`src/rtl/stream_demux_4x_nbit_if.sv`:
```
// Handshake bundle for the 1-to-4 stream demux: one input stream, four output channels (a..d).
interface stream_demux_4x_nbit_if #(
  parameter int unsigned BUS_WIDTH = 8,
  parameter int unsigned CNT_WIDTH = 16
);
  logic [BUS_WIDTH-1:0] in_data;
  logic [1:0]           in_sel;
  logic                 in_valid;
  logic                 in_ready;

  logic [BUS_WIDTH-1:0] a_data, b_data, c_data, d_data;
  logic                 a_valid, b_valid, c_valid, d_valid;
  logic                 a_ready, b_ready, c_ready, d_ready;
  logic [CNT_WIDTH-1:0] a_cnt, b_cnt, c_cnt, d_cnt;

  // Producer/consumer side (drives the input stream and the channel readies).
  modport master (
    output in_data, in_sel, in_valid,
    input  in_ready,
    input  a_data, b_data, c_data, d_data,
    input  a_valid, b_valid, c_valid, d_valid,
    output a_ready, b_ready, c_ready, d_ready,
    input  a_cnt, b_cnt, c_cnt, d_cnt
  );

  // Demux side.
  modport slave (
    input  in_data, in_sel, in_valid,
    output in_ready,
    output a_data, b_data, c_data, d_data,
    output a_valid, b_valid, c_valid, d_valid,
    input  a_ready, b_ready, c_ready, d_ready,
    output a_cnt, b_cnt, c_cnt, d_cnt
  );
endinterface

```
`src/rtl/stream_demux_4x_nbit.sv`:
```
// 1-to-4 valid/ready stream demux with a 1-entry registered buffer per channel.
// Optional per-channel beat counters are built only when DEMUX_CNT_EN is defined.
module stream_demux_4x_nbit #(
  parameter int unsigned BUS_WIDTH = 8,
  parameter int unsigned CNT_WIDTH = 16
) (
  input logic                    clk,
  input logic                    reset,
  stream_demux_4x_nbit_if.slave  bus
);
  localparam int unsigned NUM_CH = 4;

  logic [BUS_WIDTH-1:0] data_q [NUM_CH];
  logic [NUM_CH-1:0]    valid_q;
  logic [NUM_CH-1:0]    ready_vec;
  logic [NUM_CH-1:0]    load_vec;
  logic                 in_ready_c;
  logic                 accept_c;

  // Selected buffer accepts when empty or draining this very cycle.
  always_comb begin
    ready_vec  = {bus.d_ready, bus.c_ready, bus.b_ready, bus.a_ready};
    load_vec   = '0;
    in_ready_c = ~valid_q[bus.in_sel] | ready_vec[bus.in_sel];
    accept_c   = bus.in_valid & in_ready_c;
    load_vec[bus.in_sel] = accept_c;
  end

  always_ff @(posedge clk or posedge reset) begin
    if (reset) begin
      valid_q <= '0;
      for (int i = 0; i < NUM_CH; i++) data_q[i] <= '0;
    end else begin
      for (int i = 0; i < NUM_CH; i++) begin
        if (load_vec[i]) begin
          data_q[i]  <= bus.in_data;
          valid_q[i] <= 1'b1;
        end else if (ready_vec[i]) begin
          valid_q[i] <= 1'b0;
        end
      end
    end
  end

  assign bus.in_ready = in_ready_c;
  assign bus.a_data   = data_q[0];
  assign bus.b_data   = data_q[1];
  assign bus.c_data   = data_q[2];
  assign bus.d_data   = data_q[3];
  assign bus.a_valid  = valid_q[0];
  assign bus.b_valid  = valid_q[1];
  assign bus.c_valid  = valid_q[2];
  assign bus.d_valid  = valid_q[3];

`ifdef DEMUX_CNT_EN
  logic [CNT_WIDTH-1:0] cnt_q [NUM_CH];

  // Free-running wrap on overflow; no saturation.
  always_ff @(posedge clk or posedge reset) begin
    if (reset) begin
      for (int i = 0; i < NUM_CH; i++) cnt_q[i] <= '0;
    end else begin
      for (int i = 0; i < NUM_CH; i++) begin
        if (load_vec[i]) cnt_q[i] <= cnt_q[i] + CNT_WIDTH'(1);
      end
    end
  end

  assign bus.a_cnt = cnt_q[0];
  assign bus.b_cnt = cnt_q[1];
  assign bus.c_cnt = cnt_q[2];
  assign bus.d_cnt = cnt_q[3];
`else
  assign bus.a_cnt = {CNT_WIDTH{1'b0}};
  assign bus.b_cnt = {CNT_WIDTH{1'b0}};
  assign bus.c_cnt = {CNT_WIDTH{1'b0}};
  assign bus.d_cnt = {CNT_WIDTH{1'b0}};
`endif

endmodule
```
`src/flat_wrapper.sv`:
```
// flat-port wrapper written by rule: the top's interface ports become plain ports
module stream_demux_4x_nbit_flat 
#(
  parameter int unsigned BUS_WIDTH = 8,
  parameter int unsigned CNT_WIDTH = 16
)
  (clk, reset, bus_in_data, bus_in_sel, bus_in_valid, bus_in_ready, bus_a_data, bus_b_data, bus_c_data, bus_d_data, bus_a_valid, bus_b_valid, bus_c_valid, bus_d_valid, bus_a_ready, bus_b_ready, bus_c_ready, bus_d_ready, bus_a_cnt, bus_b_cnt, bus_c_cnt, bus_d_cnt);
  stream_demux_4x_nbit_if #(.BUS_WIDTH(BUS_WIDTH), .CNT_WIDTH(CNT_WIDTH)) bus_i ();
  input logic clk;
  input logic reset;
  input wire logic [$bits(bus_i.in_data)-1:0] bus_in_data;
  input wire logic [$bits(bus_i.in_sel)-1:0] bus_in_sel;
  input wire logic [$bits(bus_i.in_valid)-1:0] bus_in_valid;
  output wire logic [$bits(bus_i.in_ready)-1:0] bus_in_ready;
  output wire logic [$bits(bus_i.a_data)-1:0] bus_a_data;
  output wire logic [$bits(bus_i.b_data)-1:0] bus_b_data;
  output wire logic [$bits(bus_i.c_data)-1:0] bus_c_data;
  output wire logic [$bits(bus_i.d_data)-1:0] bus_d_data;
  output wire logic [$bits(bus_i.a_valid)-1:0] bus_a_valid;
  output wire logic [$bits(bus_i.b_valid)-1:0] bus_b_valid;
  output wire logic [$bits(bus_i.c_valid)-1:0] bus_c_valid;
  output wire logic [$bits(bus_i.d_valid)-1:0] bus_d_valid;
  input wire logic [$bits(bus_i.a_ready)-1:0] bus_a_ready;
  input wire logic [$bits(bus_i.b_ready)-1:0] bus_b_ready;
  input wire logic [$bits(bus_i.c_ready)-1:0] bus_c_ready;
  input wire logic [$bits(bus_i.d_ready)-1:0] bus_d_ready;
  output wire logic [$bits(bus_i.a_cnt)-1:0] bus_a_cnt;
  output wire logic [$bits(bus_i.b_cnt)-1:0] bus_b_cnt;
  output wire logic [$bits(bus_i.c_cnt)-1:0] bus_c_cnt;
  output wire logic [$bits(bus_i.d_cnt)-1:0] bus_d_cnt;
  assign bus_i.in_data = bus_in_data;
  assign bus_i.in_sel = bus_in_sel;
  assign bus_i.in_valid = bus_in_valid;
  assign bus_in_ready = bus_i.in_ready;
  assign bus_a_data = bus_i.a_data;
  assign bus_b_data = bus_i.b_data;
  assign bus_c_data = bus_i.c_data;
  assign bus_d_data = bus_i.d_data;
  assign bus_a_valid = bus_i.a_valid;
  assign bus_b_valid = bus_i.b_valid;
  assign bus_c_valid = bus_i.c_valid;
  assign bus_d_valid = bus_i.d_valid;
  assign bus_i.a_ready = bus_a_ready;
  assign bus_i.b_ready = bus_b_ready;
  assign bus_i.c_ready = bus_c_ready;
  assign bus_i.d_ready = bus_d_ready;
  assign bus_a_cnt = bus_i.a_cnt;
  assign bus_b_cnt = bus_i.b_cnt;
  assign bus_c_cnt = bus_i.c_cnt;
  assign bus_d_cnt = bus_i.d_cnt;
  stream_demux_4x_nbit #(.BUS_WIDTH(BUS_WIDTH), .CNT_WIDTH(CNT_WIDTH)) u_core (.clk(clk), .reset(reset), .bus(bus_i));
endmodule
```
`config.mk`:
```
export PLATFORM = sky130hd
export DESIGN_NAME = stream_demux_4x_nbit_flat
export DESIGN_NICKNAME = d
export VERILOG_FILES = /design/src/rtl/stream_demux_4x_nbit_if.sv /design/src/rtl/stream_demux_4x_nbit.sv /design/src/flat_wrapper.sv
export SDC_FILE = /design/constraint.sdc
export NUM_CORES = 1
export LEC_CHECK = 0
export CAP_MARGIN = 15
export CORE_MARGIN = 3
export CORE_UTILIZATION = 40
export DETAILED_ROUTE_END_ITERATION = 16
export PLACE_DENSITY_LB_ADDON = 0.15
export SLEW_MARGIN = 20
export SYNTH_ARGS = -nofsm -noshare
export SYNTH_HDL_FRONTEND = slang
export SYNTH_SLANG_ARGS = --single-unit
export TNS_END_PERCENT = 20
```
`constraint.sdc`:
```
create_clock -name clk -period 2.75 [get_ports clk]
set_input_delay 0.55 -clock clk [delete_from_list [all_inputs] [get_ports clk]]
set_output_delay 0.55 -clock clk [all_outputs]
set_load 0.02 [all_outputs]
```
Yosys cells after proc, flatten, opt, wreduce, memory -nomap -nowiden. Cells that the tools add are included.

$lt $le $gt $ge: 2. Mux-type cells: 14. Bitwise logic cells: 4. Reduce and logical (&&, ||, !) cells: 5.

Operator list (count): 1-bit 2-to-1 mux (11); 2-bit nonzero test (4); 4-bit AND (1); 1-bit binary-select mux with 2-bit select (2); 2-bit by 3-bit less-than comparator with 1-bit output (second input constant) (1); 1-bit demux with 2-bit select (1); 2-bit by 1-bit greater-or-equal comparator with 1-bit output (second input constant) (1); 1-bit AND (1); 1-bit logical AND (1); 1-bit NOT (1); 1-bit OR (1).

Flip-flop bits (word level): 36. Input bits: 17. Output and inout bits: 101. Word-level logic and storage cells: 33.

Depth between registers and ports, before layout. Gate-level depths: netlist of the first run.

Depth after elaboration: 7. Depth in mapped cells: 5. Mapped depth without buffers: 3.

Worst setup path before layout of the first run. Ideal clock, no wire load.

Path kind: input to output. Start point: in bus_in_sel[0]. End point: out bus_in_ready. Data arrival time: 1.286 ns. Data required time: 2.200 ns. Slack: 0.914 ns. Stages: 2. Buffers on the path: 1. Cells stage by stage: buf_2 > mux4_2.

Longest elaborated chain between the ends: 4. Elaborated cells on any way between the ends: 6. Those cells by class: 4 x mux; 2 x bitwise.

RTL lines: from (decl) (line flat_wrapper.sv:12) `input wire logic [$bits(bus_i.in_sel)-1:0] bus_in_sel;`; 1-bit binary-select mux with 2-bit select (line stream_demux_4x_nbit.sv:24) `in_ready_c = ~valid_q[bus.in_sel] | ready_vec[bus.in_sel];`; 1-bit 2-to-1 mux (implied by the code) (line stream_demux_4x_nbit.sv:24); 1-bit NOT (line stream_demux_4x_nbit.sv:24); 1-bit OR * (line stream_demux_4x_nbit.sv:24); to (decl) (line flat_wrapper.sv:14) `output wire logic [$bits(bus_i.in_ready)-1:0] bus_in_ready;`.

Every way passes the cells marked *; elsewhere a longest branch is shown, timed or not. The select of a mux whose other input is x is not followed.

Final worst setup path of the first run.
Start point: in bus_d_ready. End point: out bus_in_ready.

Longest elaborated chain between the ends: 3.

RTL lines: from (decl) (line flat_wrapper.sv:26) `input wire logic [$bits(bus_i.d_ready)-1:0] bus_d_ready;`; 1-bit binary-select mux with 2-bit select (line stream_demux_4x_nbit.sv:24); 1-bit 2-to-1 mux (implied by the code) (line stream_demux_4x_nbit.sv:24); 1-bit OR (line stream_demux_4x_nbit.sv:24).

Every way passes these cells. The select of a mux whose other input is x is not followed.

==> results of run 1 <==
## per-layer routing
layer | part of all wire, % | track usage [%] | routed length, um | vias to the layer above
li1 | - | - | - | 497
met2 | 51 | 21.0 | 1820 | 67
met3 | 10 | 5.21 | 368 | 6
met5 | 0 | 0 | 0 | -
met4 | 1.1 | 5.34 | 40 | 0
met1 | 37 | 16.0 | 1330 | 545
## final cells by class
| class | instances | area, sq um |
|---|---|---|
| multi-input combinational | 113 | 728 |
| sequential | 36 | 901 |
| timing repair buffer | 57 | 561 |
| clock inverter | 1 | 7.51 |
| clock buffer | 7 | 86.3 |
| tap | 52 | 65.1 |
| fill | 404 | 2120 |
| inverter | 1 | 3.75 |
## state kept, by name, indices dropped and copies added (netlist names)
register,flops
u_core.bus.a_data,8
u_core.bus.d_data,8
u_core.bus.c_data,8
u_core.bus.b_data,8
u_core.valid_q,4
## synthesized netlist by cell type
cell type	n
buf_4	64
dfrtp_1	36
mux2_2	32
nand2_1	5
nand2b_1	4
buf_2	3
and3_1	1
conb_1	1
inv_1	1
mux4_2	1
nand3_1	1
nand3b_2	1
nor2b_1	1
nor2b_2	1
nor3b_4	1
o21ai_0	1
## path summary, 6_finish.rpt
| path | slack [ps] | endpoint | cells past startpoint | start |
|---|---|---|---|---|
| max in group asynchronous | 1750 | u_core.valid_q[0] | 3 | reset |
| worst min-delay path | 500 | u_core.bus.a_data[1] | 1 | u_core.bus.a_data[1] |
| worst max-delay path | 60 | bus_in_ready | 4 | bus_d_ready |
| worst max register to register | 1240 | u_core.bus.c_data[7] | 3 | u_core.valid_q[2] |
| min in group asynchronous | 670 | u_core.bus.d_data[0] | 3 | reset |
| worst min register to register | 500 | u_core.bus.a_data[1] | 1 | u_core.bus.a_data[1] |
## stage by stage
step                      power [W]  cell area, sq um
after detailed placement    0.00130              2260
after floorplan             0.00109              2130
after CTS                   0.00169              2350
final                       0.00166              2350
after global routing        0.00177              2350
after global placement      0.00129              2260
## where the power goes
| group | switching, W | internal [W] | total [W] |
|---|---|---|---|
| Sequential | 0.0000513 | 0.000633 | 0.000685 |
| Clock | 0.000179 | 0.000203 | 0.000382 |
| Combinational | 0.000316 | 0.000282 | 0.000598 |
| Total | 0.000546 | 0.00112 | 0.00166 |
## cells by family after synthesis
family                 count (synthesis)  synth area share, %
and+or+nand+nor                       15                 5.29
buffers and inverters                 68                 26.4
DFF                                   36                 47.6
muxes                                 33                 20.2
AOI/OAI and AO/OA                      1                0.264
other                                  1                0.198
==> out/results.ini, run 1 <==
[route]
drt_pass1_iterations=2
drt_iter0_drc=21
vias_per_cell=4.18
drc=0
wl_per_cell_um=13.3
routed_wl_um=3550
ant_nets=0
via_count=1115

[floorplan]
die-area_sq_mm=0.00559
core-area_sq_mm=0.00447
start_util_pct=42.3
num_rows=24
boundaryPins=118
fp.dieH_um=74.8
dieWidth_um=74.8

[layout]
final_cells=267
mostFrequentLayoutCell=conb_1
syn_to_final_growth_pct=24.3
mostFrequentLayoutCells=conb_1 (64), clkdlybuf4s50_1 (53), dfrtp_1 (36)
diodes=0
drive_gt1_share_pct=21.9
fin_util_pct=52.6
num-nets-final=231

[timing]
min_period_ps=2690
max_freq_ghz=0.371
finalSetupViolations=0
finalCritPeriodShare_pct=98.0
report.final.slew_viol_count=0
slew_headroom_pct=63.1
fin_ws_ps=55.0
rsz0062_at_grt=false
holdWs_ps=504
skew_ps=4.69
hold_viol=0
worst_pin_slew_ps=553
setup_tns_ps=0

[global_route]
grt_max_degree=37
antenna_found_initial=0
grt_pass1_vias=1055
grt.overflow.total=0
gr-usage-all-layers_pct=13.2
grt_pass1_wl_um=5400

[pwr]
power_density_mw_per_mm2=708
p_leak_nw=1.09
peakVddDrop_v=0.000400

[cts]
cts.sinks=36
clk_latency_ps=280
cts.clk_slew.worst_paths_ps=70
htreeDepth=2
post_cts_buffers=0
cts-root-buf=clkbuf_8
clock_path_buffers=2
cts_resized=0
cts_tree=yes
cts_hold_buf=0
cts-buffers-inserted=5

[hold_path]
min_path_type=reg2reg

[critical_path]
cp-end-kind=output port
critPathMaxFanout=3
cp_top_family=buffers and inverters
worstPathCellList=clkdlybuf4s50_1 > nand2b_1 > mux4_2 > clkdlybuf4s50_1
max_stage_delay_ps=550
worst_setup_path_start_kind=input pin
worstPathArrival_ps=2140
crit_path_frequent_cell=clkdlybuf4s50_1
crit_type=in2out
crit_buf_inv=2
critPathRequiredTime_ps=2200
slowest_stage=clkdlybuf4s50_1

[synthesis]
synth_area_leader_cell=dfrtp_1
syn-instance-count=154
synth_top_area_share_pct=47.6
synth_area_sq_mm=0.00189
yosysWarnings=0
syn_avg_cell_area_sq_um=12.3
seq_area_frac_synth_pct=47.6
ys_top_cells_by_area=dfrtp_1 (48%), buf_4 (25%), mux2_2 (19%)
synth_cell_type_count=16
yosys_register_bits=36

[place]
hpwl_um=2690
portBuffers=53
place_ws_ps=60.0
globalplace.congestion=0.646
dp_cells=259

[outcome]
status=finished clean

[job]
cap_violations=0

No activity file was read; power rests on OpenSTA's default activity.
==> run 2: changes to the inputs <==
Settings changed: PLACE_DENSITY set to 0.86, PLACE_DENSITY_LB_ADDON 0.15 to unset.
==> out/results.ini, run 2 (synthesis gave the netlist of run 1 again) <==
[route]
via_count=1089  ; was 1,115
drc=0  ; unchanged
routed_wl_um=3410  ; was 3550 um
ant_nets=0  ; unchanged
vias_per_cell=4.06  ; was 4.18
drt_pass1_iterations=2  ; unchanged
drt_iter0_drc=15  ; was 21
wl_per_cell_um=12.7  ; was 13.3 um

[layout]
syn_to_final_growth_pct=26.5  ; was 24.3%
diodes=0  ; unchanged
num-nets-final=232  ; was 231
mostFrequentLayoutCell=conb_1  ; unchanged
drive_gt1_share_pct=22.7  ; was 21.9%
filler_cell_count=408  ; was 404
multi_input_area_sq_um=728  ; unchanged
mostFrequentLayoutCells=conb_1 (64), clkdlybuf4s50_1 (53), dfrtp_1 (36)  ; unchanged
seq_area_sq_um=901  ; unchanged

[floorplan]
core-area_sq_mm=0.00447  ; unchanged
dieWidth_um=74.8  ; unchanged
num_rows=24  ; unchanged
start_util_pct=42.3  ; unchanged
boundaryPins=118  ; unchanged
fp.dieH_um=74.8  ; unchanged
die-area_sq_mm=0.00559  ; unchanged

[timing]
report.final.slew_viol_count=0  ; unchanged
slew_headroom_pct=61.0  ; was 63.1%
min_period_ps=2670  ; was 2690 ps
finalSetupViolations=0  ; unchanged
hold_viol=0  ; unchanged
fin_ws_ps=80.8  ; was 55.0 ps
skew_ps=4.75  ; was 4.69 ps
worst_pin_slew_ps=585  ; was 553 ps
holdWs_ps=504  ; about the same
max_freq_ghz=0.375  ; was 0.371 GHz
rsz0062_at_grt=false  ; unchanged
finalCritPeriodShare_pct=97.1  ; was 98.0%
setup_tns_ps=0  ; unchanged

[critical_path]
critPathMaxFanout=3  ; unchanged
worstPathCellList=clkdlybuf4s50_1 > nand2b_1 > mux4_2 > clkdlybuf4s50_1  ; unchanged
worstPathArrival_ps=2120  ; was 2140 ps
critPathRequiredTime_ps=2200  ; about the same
r2r_slack_ps=1200  ; was 1240 ps
worst_setup_path_start_kind=input pin  ; unchanged
startpoint=bus_c_ready  ; was bus_d_ready
r2r_start=u_core.valid_q[2]  ; unchanged
cp-end-kind=output port  ; unchanged
crit_type=in2out  ; unchanged
crit_path_frequent_cell=clkdlybuf4s50_1  ; unchanged
max_stage_delay_ps=550  ; about the same
slowest_stage=clkdlybuf4s50_1  ; unchanged
crit_buf_inv=2  ; unchanged
cp_top_family=buffers and inverters  ; unchanged

[pwr]
power_frac_seq_pct=38.5  ; was 41.1%
p_clk_share_pct=28.0  ; was 22.9%
intPower_w=0.00124  ; was 0.00112 W
finalPower_w=0.00178  ; was 0.00166 W
power_density_mw_per_mm2=744  ; was 708 mW/mm^2
power_switching_share_pct=30.6  ; was 32.8%
p_sw_w=0.000544  ; was 0.000546 W
comb_power_share_pct=33.5  ; was 35.9%
p_leak_nw=1.12  ; was 1.09 nW
peakVddDrop_v=0.000443  ; was 0.000400 V

[outcome]
status=finished clean  ; unchanged

[global_route]
grt_pass1_wl_um=4990  ; was 5400 um
grt_pass1_vias=1030  ; was 1,055
antenna_found_initial=0  ; unchanged
gr-usage-all-layers_pct=12.2  ; was 13.2%
grt_max_degree=37  ; unchanged
grt.overflow.total=0  ; unchanged

[cts]
htreeDepth=2  ; unchanged
cts_tree=yes  ; unchanged
cts.sinks=36  ; unchanged
cts.clk_slew.worst_paths_ps=70  ; about the same
cts_resized=0  ; unchanged
cts-buffers-inserted=5  ; unchanged
clk_latency_ps=280  ; about the same
cts_hold_buf=0  ; unchanged
post_cts_buffers=0  ; unchanged
cts-root-buf=clkbuf_8  ; unchanged
clock_path_buffers=2  ; unchanged

[place]
globalplace.congestion=0.810  ; was 0.646
place_ws_ps=72.7  ; was 60.0 ps
hpwl_um=2640  ; was 2690 um
portBuffers=53  ; unchanged

[hold_path]
min_from=u_core.bus.a_data[5]  ; was u_core.bus.a_data[1]
min_path_type=reg2reg  ; unchanged

[job]
cap_violations=0  ; unchanged

-- run 2: final cells by class --
type | count | share of cell area (%)
flip-flops and latches | 36 | 37.7
clock buffers | 7 | 4.03
clock inverters | 1 | 1.26
well taps | 52 | 2.72
multi-input cells | 113 | 30.4
repair buffers | 58 | 23.7
inverters | 1 | 0.157
-- run 2: routing by layer --
layer | part of all wire [%] | global-route usage (%) | up-vias
met5 | 0 | 0 | -
met4 | 0.56 | 3.56 | 0
met3 | 8.7 | 4.94 | 3
met2 | 52 | 21.3 | 63
met1 | 39 | 13.7 | 524
li1 | - | - | 499
-- run 2: path summary, 6_finish.rpt --
kind / end / cells after the start
setup / recovery: bus_in_ready / 4
hold / removal: u_core.bus.a_data[5] / 1
setup reg to reg: u_core.bus.c_data[6] / 3
hold reg to reg: u_core.bus.a_data[5] / 1
max in group asynchronous: u_core.bus.b_data[5] / 3
min in group asynchronous: u_core.valid_q[2] / 3
-- run 2: metrics by stage --
stage / cell area [sq um] / std cells / util, %
3_3_place_gp: 2270 / 260 / 50.6
5_1_grt: 2390 / 268 / 53.5
3_5_place_dp: 2270 / 260 / 50.6
4_1_cts: 2390 / 268 / 53.5
2_1_floorplan: 2130 / 217 / -
6_report: 2390 / 268 / 53.5
-- run 2: power groups by stage --
stage | registers, W | clock network, W | logic [W]
floorplan | 0.000824 | 0 | 0.000265
CTS | 0.000687 | 0.000516 | 0.000604
detailed placement | 0.000697 | 0 | 0.000602
finish | 0.000685 | 0.000498 | 0.000597
global route | 0.000699 | 0.000533 | 0.000636
global placement | 0.000690 | 0 | 0.000594
==> run 3: changes to the inputs <==
Settings changed: ABC_CLOCK_PERIOD_IN_PS set to 2600, CORE_UTILIZATION 40 to 37, PLACE_DENSITY 0.86 to 0.81.
Clock period 2.75 ns to 2.6 ns, I/O delays scaled along.
==> out/results.ini, run 3 (synthesis gave the netlist of run 1 again) <==
[outcome]
status=finished clean  ; unchanged

[layout]
seq_area_sq_um=901  ; unchanged
mostFrequentLayoutCell=conb_1  ; unchanged
diodes=0  ; unchanged
filler_cell_count=423  ; was 408
num-nets-final=234  ; was 232
fin_util_pct=49.5  ; was 53.5%
mostFrequentLayoutCells=conb_1 (64), clkdlybuf4s50_1 (52), dfrtp_1 (36)  ; was conb_1 (64), clkdlybuf4s50_1 (53), dfrtp_1 (36)
multi_input_area_sq_um=728  ; unchanged
drive_gt1_share_pct=23.4  ; was 22.7%
syn_to_final_growth_pct=26.1  ; was 26.5%
final_cells=285  ; was 268
post-route-cell-area_sq_mm=0.00239  ; about the same

[job]
cap_violations=0  ; unchanged

[route]
via_count=1108  ; was 1,089
wl_per_cell_um=12.7  ; about the same
ant_nets=0  ; unchanged
vias_per_cell=3.89  ; was 4.06
routed_wl_um=3610  ; was 3410 um
highest_layer=met4  ; unchanged
drt_pass1_iterations=4  ; was 2
drt_iter0_drc=52  ; was 15
drc=0  ; unchanged
dr_wl_met3_um=359  ; was 295 um
wl_met2_um=1860  ; was 1760 um
wl_met1_um=1380  ; was 1330 um

[timing]
skew_ps=2.84  ; was 4.75 ps
finalCritPeriodShare_pct=93.7
report.final.slew_viol_count=0  ; unchanged
max_freq_ghz=0.410
rsz0062_at_grt=false  ; unchanged
min_period_ps=2440
setup_tns_ps=0  ; unchanged
hold_viol=0  ; unchanged
finalSetupViolations=0  ; unchanged

[critical_path]
critPathMaxFanout=3  ; unchanged
r2r_slack_ps=990  ; was 1200 ps
worstPathArrival_ps=1920  ; was 2120 ps
crit_type=in2out  ; unchanged
critPathRequiredTime_ps=2080  ; was 2200 ps
cp-end-kind=output port  ; unchanged
worst_setup_path_start_kind=input pin  ; unchanged

[global_route]
grt.overflow.total=0  ; unchanged
grt_pass1_wl_um=5470  ; was 4990 um
grt_max_degree=37  ; unchanged
antenna_found_initial=0  ; unchanged
grt_pass1_vias=1064  ; was 1,030
gr-usage-all-layers_pct=12.0  ; was 12.2%

[cts]
cts-root-buf=clkbuf_8  ; unchanged
post_cts_buffers=0  ; unchanged
htreeDepth=2  ; unchanged
clk_latency_ps=280  ; about the same
clock_path_buffers=2  ; unchanged
cts_tree=yes  ; unchanged
cts_resized=1  ; was 0
cts-buffers-inserted=5  ; unchanged
cts.clk_slew.worst_paths_ps=70  ; about the same
cts.sinks=36  ; unchanged
cts_hold_buf=0  ; unchanged

[floorplan]
core-area_sq_mm=0.00482  ; was 0.00447 sq mm
boundaryPins=118  ; unchanged
fp.dieH_um=77.5  ; was 74.8 um
num_rows=25  ; was 24
die-area_sq_mm=0.00601  ; was 0.00559 sq mm
start_util_pct=39.3  ; was 42.3%
dieWidth_um=77.5  ; was 74.8 um

[pwr]
finalPower_w=0.00174  ; was 0.00178 W
p_leak_nw=1.11  ; was 1.12 nW
peakVddDrop_v=0.000435  ; was 0.000443 V
power_density_mw_per_mm2=729  ; was 744 mW/mm^2

[place]
portBuffers=53  ; unchanged
post_dp_cell_area_sq_mm=0.00230  ; was 0.00227 sq mm
dp_cells=277  ; was 260
hpwl_um=2750  ; was 2640 um
globalplace.congestion=0.759  ; was 0.810

[hold_path]
min_path_type=reg2reg  ; unchanged

-- run 3: cell types whose count changed in the layout (fill, tap and decap cells not counted), sizes merged --
cell / delta
dlygate4sd2: +1
buf: +2
clkinv: +3
clkbuf: -2
clkdlybuf4s50: -1
bufinv: -1
-- run 3: area by class of cell --
class | instances | area share [%]
repair buffers | 60 | 24.4
inverters | 1 | 0.157
well taps | 67 | 3.51
clock buffers | 5 | 2.88
multi-input cells | 113 | 30.5
clock inverters | 3 | 0.787
flip-flops and latches | 36 | 37.8
-- run 3: path summary, 6_finish.rpt --
path	end	start	cells past startpoint
max	bus_in_ready	bus_a_ready	4
min	u_core.bus.a_data[2]	u_core.bus.a_data[2]	1
max reg2reg	u_core.bus.c_data[5]	u_core.valid_q[2]	5
min reg2reg	u_core.bus.a_data[2]	u_core.bus.a_data[2]	1
max in group asynchronous	u_core.bus.a_data[2]	reset	3
min in group asynchronous	u_core.bus.d_data[0]	reset	3
-- run 3: power breakdown --
part / internal [W] / switching (W)
Clock: 0.000186 / 0.000198
Sequential: 0.000670 / 0.0000529
Combinational: 0.000299 / 0.000333
-- run 3: metal layers --
metal / track usage (%) / vias up
li1: - / 500
met4: 3.74 / 0
met1: 13.3 / 546
met5: 0 / -
met2: 20.5 / 60
met3: 5.34 / 2
-- run 3: per-stage QoR --
stage	worst slack (ps)	hold slack [ps]
6_report	163	508
5_1_grt	106	524
4_1_cts	157	513
3_5_place_dp	-55.8	495
3_3_place_gp	-47.3	487
2_1_floorplan	824	615
-- run 3: worst max-delay path, cell delays in order --
cell             delay (ps)
clkdlybuf4s50_1         390
nand2b_1                190
mux4_2                  470
dlygate4sd2_1           340
